$ cat config.mk
export PLATFORM = sky130hd
export DESIGN_NAME = seq_divider32
export DESIGN_NICKNAME = d
export VERILOG_FILES = /design/src/rtl/mips_div_pkg.sv /design/src/rtl/div_trial_sub33.sv /design/src/rtl/seq_divider32.sv
export SDC_FILE = /design/constraint.sdc
export NUM_CORES = 1
export LEC_CHECK = 0
export BUFFER_PORTS_ARGS = -buffer_cell sky130_fd_sc_hd__buf_2
export CAP_MARGIN = 15
export CORE_MARGIN = 2
export CORE_UTILIZATION = 55
export CTS_CLUSTER_DIAMETER = 200
export CTS_CLUSTER_SIZE = 12
export DETAILED_ROUTE_END_ITERATION = 6
export GPL_TIMING_DRIVEN = 0
export PLACE_DENSITY = 0.76
export SYNTH_ARGS = -nofsm -noshare
export SYNTH_HDL_FRONTEND = slang
export SYNTH_HIERARCHICAL = 1
export SYNTH_SLANG_ARGS = --single-unit
$ cat constraint.sdc
create_clock -name clk -period 16.1 [get_ports clk]
set_input_delay 0 -clock clk [delete_from_list [all_inputs] [get_ports clk]]
set_output_delay 0 -clock clk [all_outputs]
set_load 0.1 [all_outputs]
$ cat src/rtl/mips_div_pkg.sv
// Purpose: shared types and constants for the MIPS DIV/DIVU sequential divider.
// Latency: n/a (package only).
// Backpressure: n/a (package only).
package mips_div_pkg;

  localparam int          DIV_WIDTH     = 32;
  localparam int          DIV_CNT_W     = 5;
  localparam logic [31:0] DIV0_QUOTIENT = 32'hFFFF_FFFF;

  typedef enum logic [1:0] {
    IDLE = 2'd0,
    ITER = 2'd1,
    FIX  = 2'd2,
    DONE = 2'd3
  } div_state_t;

  // Magnitude of an operand. In signed mode 32'h8000_0000 maps to itself,
  // which is exactly 2^31 when the result is read as unsigned.
  function automatic logic [31:0] div_abs(input logic [31:0] x, input logic sgn);
    return (sgn && x[31]) ? -x : x;
  endfunction

endpackage

$ cat src/rtl/div_trial_sub33.sv
// Purpose: 33-bit trial subtractor (a - b as a + ~b + 1) built as a ripple of full-adder cells.
// Latency: combinational.
// Backpressure: none; pure function of its inputs.
// Ports: a, b (33b operands), diff (33b a-b modulo 2^33), nonneg (carry out, 1 when a >= b).
module div_trial_sub33 (
  input  logic [32:0] a,
  input  logic [32:0] b,
  output logic [32:0] diff,
  output logic        nonneg
);

  logic carry;
  logic bi;

  // Carry-in of 1 plus inverted b gives two's-complement subtraction;
  // the final carry is the "no borrow" indication.
  always_comb begin
    carry = 1'b1;
    bi    = 1'b0;
    diff  = '0;
    for (int i = 0; i < 33; i++) begin
      bi      = ~b[i];
      diff[i] = a[i] ^ bi ^ carry;
      carry   = (a[i] & bi) | (carry & (a[i] ^ bi));
    end
    nonneg = carry;
  end

endmodule

$ cat src/rtl/seq_divider32.sv
// Purpose: multi-cycle radix-2 restoring divider for DIV/DIVU; quotient -> LO, remainder -> HI.
// Latency: done 34 cycles after an accepted start (1 cycle for a zero divisor); one op in flight.
// Backpressure: start is only taken in IDLE; the execute stage stalls while busy is high.
// Ports: clk, rst_n, start, is_signed, dividend, divisor in; busy, done, quotient, remainder, div_by_zero out.
module seq_divider32
  import mips_div_pkg::*;
#(
  parameter int WIDTH = DIV_WIDTH,
  parameter int CNT_W = DIV_CNT_W
) (
  input  logic             clk,
  input  logic             rst_n,
  input  logic             start,
  input  logic             is_signed,
  input  logic [WIDTH-1:0] dividend,
  input  logic [WIDTH-1:0] divisor,
  output logic             busy,
  output logic             done,
  output logic [WIDTH-1:0] quotient,
  output logic [WIDTH-1:0] remainder,
  output logic             div_by_zero
);

  div_state_t       state, state_nxt;
  logic [CNT_W-1:0] cnt;
  logic [WIDTH-1:0] q_reg;     // dividend magnitude shifting out, quotient bits shifting in
  logic [WIDTH-1:0] rem_reg;
  logic [WIDTH-1:0] dvsr_reg;
  logic             neg_q;
  logic             neg_r;

  logic [WIDTH:0]   trial_a;
  logic [WIDTH:0]   trial_diff;
  logic             trial_ok;
  logic             take_trial;

  // Partial remainder shifted left by one with the next dividend bit appended.
  assign trial_a = {rem_reg, q_reg[WIDTH-1]};

  div_trial_sub33 u_trial (
    .a      (trial_a),
    .b      ({1'b0, dvsr_reg}),
    .diff   (trial_diff),
    .nonneg (trial_ok)
  );

  // An accepted trial is always below the divisor, so its top bit is clear;
  // it is folded in as a guard so a corrupt difference can never be kept.
  assign take_trial = trial_ok & ~trial_diff[WIDTH];

  always_ff @(posedge clk or negedge rst_n) begin
    if (!rst_n) state <= IDLE;
    else        state <= state_nxt;
  end

  always_comb begin
    state_nxt = state;
    busy      = 1'b0;
    done      = 1'b0;
    case (state)
      IDLE: if (start) state_nxt = (divisor == '0) ? DONE : ITER;
      ITER: begin
        busy = 1'b1;
        if (cnt == '1) state_nxt = FIX;
      end
      FIX: begin
        busy      = 1'b1;
        state_nxt = DONE;
      end
      DONE: begin
        done      = 1'b1;
        state_nxt = IDLE;
      end
      default: state_nxt = IDLE;
    endcase
  end

  always_ff @(posedge clk or negedge rst_n) begin
    if (!rst_n) begin
      cnt         <= '0;
      q_reg       <= '0;
      rem_reg     <= '0;
      dvsr_reg    <= '0;
      neg_q       <= 1'b0;
      neg_r       <= 1'b0;
      quotient    <= '0;
      remainder   <= '0;
      div_by_zero <= 1'b0;
    end else begin
      case (state)
        IDLE: begin
          if (start) begin
            div_by_zero <= (divisor == '0);
            if (divisor == '0) begin
              quotient  <= DIV0_QUOTIENT;
              remainder <= dividend;
            end else begin
              q_reg    <= div_abs(dividend, is_signed);
              dvsr_reg <= div_abs(divisor, is_signed);
              rem_reg  <= '0;
              cnt      <= '0;
              neg_q    <= is_signed & (dividend[WIDTH-1] ^ divisor[WIDTH-1]);
              neg_r    <= is_signed & dividend[WIDTH-1];
            end
          end
        end
        ITER: begin
          rem_reg <= take_trial ? trial_diff[WIDTH-1:0] : trial_a[WIDTH-1:0];
          q_reg   <= {q_reg[WIDTH-2:0], take_trial};
          cnt     <= cnt + 1'b1;
        end
        FIX: begin
          // Truncating division: quotient sign is the XOR of operand signs,
          // remainder follows the dividend.
          quotient  <= neg_q ? -q_reg : q_reg;
          remainder <= neg_r ? -rem_reg : rem_reg;
        end
        default: ;
      endcase
    end
  end

endmodule

======== Yosys cells after proc, flatten, opt, wreduce, memory -nomap -nowiden ========
Cells that the tools add are included.
cells by class
  add/sub/neg operators ................... 5
  equality and inequality tests ........... 8
  mux-type cells .......................... 26
  bitwise gates (word level) .............. 201
  reduce and logical (&&, ||, !) cells .... 12
operators with widths
  kind                                                              count
  32-bit two-way mux                                                13
  32-bit case mux with 2 select lines                               4
  32-bit negator                                                    4
  1-bit AND                                                         67
  1-bit XOR                                                         65
  1-bit inverter                                                    36
  1-bit OR                                                          33
  32-bit logical NOT                                                1
  5-bit two-way mux                                                 2
  5-bit case mux with 2 select lines                                1
  3-bit AND reduction                                               3
  2-bit inequality test (second input constant)                     4
  2-bit case mux with 4 select lines                                1
  2-bit two-way mux                                                 3
  5-bit by 1-bit adder with 5-bit output (second input constant)    1
  5-bit == test (second input constant)                             1
  2-bit == test (second input constant)                             2
  2-bit AND reduction                                               2
  2-bit nonzero test                                                2
  2-bit by 1-bit == test with 1-bit output (second input constant)  1
  1-bit logical AND                                                 2
  2-bit logical NOT                                                 1
  1-bit two-way mux                                                 2
  2-bit OR reduction                                                1
word-level totals
  register bits ........................... 170
  bits of input ports ..................... 68
  output and inout port bits .............. 67
  word-level logic and storage cells ...... 262

======== Logic depth before layout (Yosys ltp) ========
  word-level depth ........................ 70
  depth in mapped cells ................... 45
  depth with buffers taken out ............ 43

======== Modules after synthesis ========
Netlist, hierarchy kept.
modules (own cells, without submodules)
  module           instances  cells an instance  area an instance (um^2)  seq. area each (um^2)
  seq_divider32    1          1126               9863.2                   4254.1
  div_trial_sub33  1          101                908.4                    0.0

======== Worst setup path before layout ========
No wires, ideal clock.
  path type ............................... reg-to-reg
  from .................................... reg q_reg[31]
  to ...................................... reg rem_reg[22]
  library setup time ...................... 0.073 ns
  arrival ................................. 13.376 ns
  required time ........................... 16.027 ns
  setup slack ............................. 2.652 ns
  stages on the path, launching flop included .. 46
  path buffers ............................ 2
  period minus slack after synthesis ...... 13.448 ns
  path through ............................ dfrtp_1 > inv_1 > ha_1 > inv_1 > fa_1 > inv_1 > fa_1 > fa_1 > fa_1 > fa_1 > fa_1 > fa_1 > fa_1 > fa_1 > fa_1 > fa_1 > fa_1 > inv_1 > [10 not listed] > fa_1 > fa_1 > fa_1 > fa_1 > fa_1 > fa_1 > fa_1 > fa_1 > fa_1 > fa_1 > inv_1 > fa_1 > inv_1 > and3_1 > clkbuf_1 > clkbuf_1 > a221oi_1 > nor2_1
between the ends
  longest elaborated chain between the ends .. 69
  elaborated cells on any way between the ends .. 73
  classes of those cells .................. mux (2); bitwise (71)
ends and longest elaborated chain
  item                                           line                   source
  from (decl)                                    seq_divider32.sv:26    logic [WIDTH-1:0] q_reg;
  from (signal assigned)                         seq_divider32.sv:98    q_reg <= div_abs(dividend, is_signed);
  from (signal assigned)                         seq_divider32.sv:109   q_reg <= {q_reg[WIDTH-2:0], take_trial};
  1-bit AND / 1-bit XOR (equally long branches)  div_trial_sub33.sv:24  carry = (a[i] & bi) | (carry & (a[i] ^ bi));
  1-bit OR (*)                                   div_trial_sub33.sv:24
  1-bit AND (*)                                  div_trial_sub33.sv:24
  1-bit OR (*)                                   div_trial_sub33.sv:24
  1-bit AND (*)                                  div_trial_sub33.sv:24
  1-bit OR (*)                                   div_trial_sub33.sv:24
  1-bit AND (*)                                  div_trial_sub33.sv:24
  1-bit OR (*)                                   div_trial_sub33.sv:24
  [54 not listed]                                --
  1-bit AND (*)                                  div_trial_sub33.sv:24
  1-bit OR (*)                                   div_trial_sub33.sv:24
  1-bit XOR (*)                                  div_trial_sub33.sv:23  diff[i] = a[i] ^ bi ^ carry;
  named net trial_diff[32]                       seq_divider32.sv:33    logic [WIDTH:0] trial_diff;
  1-bit inverter (*)                             seq_divider32.sv:49    assign take_trial = trial_ok & ~trial_diff[WIDTH];
  1-bit AND (*)                                  seq_divider32.sv:49
  32-bit two-way mux (*)                         seq_divider32.sv:108   rem_reg <= take_trial ? trial_diff[WIDTH-1:0] : trial_a[WIDTH-1:0];
  32-bit case mux with 2 select lines (*)        seq_divider32.sv:90    case (state)
  to (signal assigned)                           seq_divider32.sv:108
  to (decl)                                      seq_divider32.sv:27    logic [WIDTH-1:0] rem_reg;
The timed path passes the listed nets; every way through them passes the cells marked *.
A chain may end at the register's enable or synchronous reset.

======== Worst setup path in the final report ========
  from .................................... reg q_reg[31]
  to ...................................... reg rem_reg[29]
The elaborated chain is that of the path after synthesis.

==> summary.json <==
{
  "power.density_cell_area": {"value": 237, "unit": "nW/µm²"},
  "synthCells": {"value": 1227},
  "regToRegStartpoint": {"value": "q_reg[31]"},
  "synth-simple-area-share": {"value": 16.1, "unit": "%"},
  "remaining_drc_errors": {"value": 0},
  "mostFrequentLayoutCell": {"value": "sky130_fd_sc_hd__dfrtp_1"},
  "synth_fp_nets": {"value": 1339},
  "syn_area_per_cell": {"value": 8.78, "unit": "µm²"},
  "min-delay-path-class": {"value": "in -> reg"},
  "grt_util_met2": {"value": 53.8, "unit": "%"},
  "yosys-mux-area-fraction": {"value": 3.36, "unit": "%"},
  "maxCapViolations": {"value": 0},
  "detail_route.iter0.violations": {"value": 804},
  "tightest_slew": {"value": 784, "unit": "ps"},
  "worstSetupPathType": {"value": "reg -> reg"},
  "mostFrequentLayoutCells": {"value": "sky130_fd_sc_hd__dfrtp_1 (170), sky130_fd_sc_hd__nor2_1 (151), sky130_fd_sc_hd__buf_2 (144), sky130_fd_sc_hd__nand2_1 (123), sky130_fd_sc_hd__o21ai_0 (111)"},
  "critPathArrivalTime": {"value": 15030, "unit": "ps"},
  "gr-usage-all-layers": {"value": 30.7, "unit": "%"},
  "tritoncts": {"value": "built"},
  "drive_above_1_share": {"value": 13.4, "unit": "%"},
  "pint": {"value": 0.00140, "unit": "W"},
  "finalWeightedCongestion": {"value": 0.943},
  "peak_fanout_along_the_critical_path": {"value": 10},
  "grt_most_used_layer": {"value": "met2"},
  "net_switching_power_figure": {"value": 0.00168, "unit": "W"},
  "cts_inserted_buffers": {"value": 17},
  "maximum_number_of_pins_on_one_net_before_global_route_repair": {"value": 96},
  "grt_antenna_before_repair": {"value": 0},
  "ctsHtreeMaxLevel": {"value": 4},
  "gr-usage-met3": {"value": 4.37, "unit": "%"},
  "grt_setup_unrepaired": {"value": "false"},
  "final_setup_tns": {"value": 0, "unit": "ps"},
  "timing.critical_path.from_type": {"value": "flip-flop"},
  "synth-compound-area-share": {"value": 18.1, "unit": "%"},
  "floorplan.core_area": {"value": 19300, "unit": "µm²"},
  "timing.final.crit_period": {"value": 14660, "unit": "ps"},
  "crit_path_end_kind": {"value": "flip-flop"},
  "placementRows": {"value": 51},
  "post-route-cell-area": {"value": 13000, "unit": "µm²"},
  "static-leakage-power": {"value": 5.67, "unit": "nW"},
  "crit_path_start": {"value": "q_reg[31]"},
  "pin_count": {"value": 135},
  "outcome": {"value": "finished, final reports clean"},
  "wire_per_inst": {"value": 18.0, "unit": "µm"},
  "dieHeight": {"value": 144, "unit": "µm"},
  "timing.reg2reg.worst_path_depth": {"value": 45},
  "regToRegSetupSlack": {"value": 1440, "unit": "ps"},
  "overflow": {"value": 0},
  "slowest_stage": {"value": "sky130_fd_sc_hd__dfrtp_1"},
  "netlist-cell-type-count": {"value": 51},
  "initial_core_util": {"value": 55.7, "unit": "%"},
  "drt_first_pass_iters": {"value": 5},
  "timing_limited_maximum_frequency": {"value": 68.2, "unit": "MHz"},
  "timing.final.setup_violations": {"value": 0},
  "synth.cell_area": {"value": 10800, "unit": "µm²"},
  "power_switching_share": {"value": 54.6, "unit": "%"},
  "post-route-worst-setup-slack": {"value": 1440, "unit": "ps"},
  "hold_violations": {"value": 0},
  "total_inserted_antenna_cells": {"value": 0},
  "drt_wl_total": {"value": 30900, "unit": "µm"},
  "setup.worst_path.end": {"value": "rem_reg[29]"},
  "worst_path_largest_cell_delay": {"value": 490, "unit": "ps"},
  "finalMaxSlewViolations": {"value": 0},
  "power.ir.vdd_worst": {"value": 158, "unit": "µV"},
  "via_per_inst": {"value": 5.78},
  "num_vias": {"value": 9903},
  "yosys.area_share.adder": {"value": 7.34, "unit": "%"},
  "ys_seq_area_share": {"value": 39.5, "unit": "%"},
  "dominant_combinational_cell_family_by_area_after_synthesis": {"value": "compound AO/OA/AOI/OAI gates"},
  "timing.final.crit_share": {"value": 91.1, "unit": "%"},
  "synth-warning-count": {"value": 6},
  "clkPwrFrac": {"value": 13.2, "unit": "%"},
  "cts_sinks": {"value": 170},
  "first_global_vias": {"value": 9843},
  "grt_use_met1": {"value": 36.8, "unit": "%"},
  "maxSlewHeadroom": {"value": 47.2, "unit": "%"},
  "total_nets_final": {"value": 1551},
  "wire_length_of_the_first_global_routing_pass": {"value": 49500, "unit": "µm"},
  "placement.cell_area": {"value": 11800, "unit": "µm²"},
  "cts_root_buf": {"value": "sky130_fd_sc_hd__clkbuf_16"},
  "floorplan.die.width": {"value": 144, "unit": "µm"},
  "ffs_latches_synth": {"value": 170},
  "post_cts_buffers": {"value": 0},
  "clock_latency": {"value": 440, "unit": "ps"},
  "critPathRequiredTime": {"value": 16460, "unit": "ps"},
  "die_area": {"value": 20700, "unit": "µm²"},
  "synthXorXnorAreaFrac": {"value": 9.35, "unit": "%"},
  "critPathMostFrequentCell": {"value": "sky130_fd_sc_hd__fa_1"},
  "detailedPlacementHpwl": {"value": 22800, "unit": "µm"},
  "detail-route-antenna-nets": {"value": 0},
  "clock_pin_transition_on_the_worst_setup_and_hold_timing_paths": {"value": 60, "unit": "ps"},
  "clockBufferDepth": {"value": 2},
  "end_of_the_worst_register_to_register_path": {"value": "rem_reg[29]"},
  "placement.io_buffers": {"value": 133},
  "place_worst_setup_slack": {"value": 1570, "unit": "ps"},
  "proportion_of_power_drawn_by_combinational_gates": {"value": 59.4, "unit": "%"},
  "seq_power_share": {"value": 27.5, "unit": "%"},
  "areaGrowthSynthToFinish": {"value": 20.4, "unit": "%"},
  "fin_skew": {"value": 8.73, "unit": "ps"}
}
==> Yosys cell counts (all sizes together) <==
cell type  number  area [µm²]
a21boi          1        7.51
buf            25         150
nor2          151         567
o21a            1        8.76
nand4b          2        17.5
or4            18         135
o22ai           1        6.26
o32a            1        10.0
xnor2          47         412
nor3           23         115
ha             12         150
xor2           68         596
nand2         123         462
o21ai         119         596
nand2b          3        18.8
or2             5        31.3
nor4b           4        35.0
and2            6        37.5
a211oi         14         105
inv            88         330
o31ai          30         225
nand3          15        75.1
nor4           16         115
a21oi          63         319
or3             7        43.8
o31a            1        8.76
o211ai          2        15.0
o41ai          21         184
clkbuf         50         189
o221ai          1        8.76
a22oi           1        7.51
a221oi         32         280
a41oi           2        17.5
mux2i          35         350
a21o           11        82.6
mux2            1        11.3
conb            1        3.75
nand4           5        31.3
and3            3        18.8
nor2b           5        31.3
dfrtp         170        4250
fa             32         641
a31oi          11        68.8
==> per-stage QoR <==
step           power (W)  hold slack [ps]  std cells  util (%)
6_report         0.00308             18.2       1714      67.1
5_1_grt          0.00331             31.3       1714      67.1
4_1_cts          0.00306             11.8       1714      67.1
3_5_place_dp     0.00264             60.0       1627      61.1
3_3_place_gp     0.00259              312       1625      60.9
2_1_floorplan    0.00221             -296       1227         -
==> power by group through the flow <==
stage	clock (W)	sequential [W]	combinational (W)
after floorplan	0	0.00127	0.000941
after global placement	0	0.000838	0.00175
after detailed placement	0	0.000846	0.00179
after CTS	0.000408	0.000839	0.00182
final	0.000405	0.000845	0.00183
after global routing	0.000428	0.000872	0.00201
==> critical path, delay by kind of cell (launching register included) <==
family,cells,cell delay [ps]
buf+inv,9,1210
simple gates,2,300
flops,1,490
fa+ha+maj,33,12390
compound gates,1,190
==> final cells by class <==
| cell class | instances | area, µm² |
|---|---|---|
| fillers | 1602 | 6370 |
| multi-input cells | 894 | 5850 |
| flip-flops and latches | 170 | 4250 |
| repair buffers | 193 | 1290 |
| clock buffers | 22 | 474 |
| plain buffers | 75 | 339 |
| well taps | 265 | 332 |
| inverters | 88 | 330 |
| clock inverters | 7 | 93.8 |
==> timing repair <==
item / CTS / global route
endpoints found under the hold margin: 155 / 0
resized for setup: 0 / 0
hold buffers: 58 / 0
endpoints found under the setup margin: 0 / 0
==> metal layers <==
layer	vias up	share of wire, %
met5	-	0
met3	108	5.9
met1	4707	40
met2	415	50
met4	0	4.3
li1	4673	-
==> logic make-up after synthesis <==
logic type               count (synthesis)
multiplexers                            36
XOR/XNOR                               115
adder cells (fa/ha/maj)                 44
other                                    1
buffers and inverters                  163
AND/OR/NAND/NOR                        386
AO/OA/AOI/OAI                          312
flip-flops                             170
==> worst min path at each step <==
stage	startpoint	to	slack (ps)	cells after the start
after floorplan	rst_n	cnt[0]	-300	0
after global placement	divisor[16]	dvsr_reg[16]	310	3
after detailed placement	rst_n	quotient[12]	60	1
after CTS	dividend[11]	remainder[11]	10	4
after global routing	dividend[11]	remainder[11]	30	4
final	dividend[11]	remainder[11]	20	4
(Power assumes the default switching activity.)
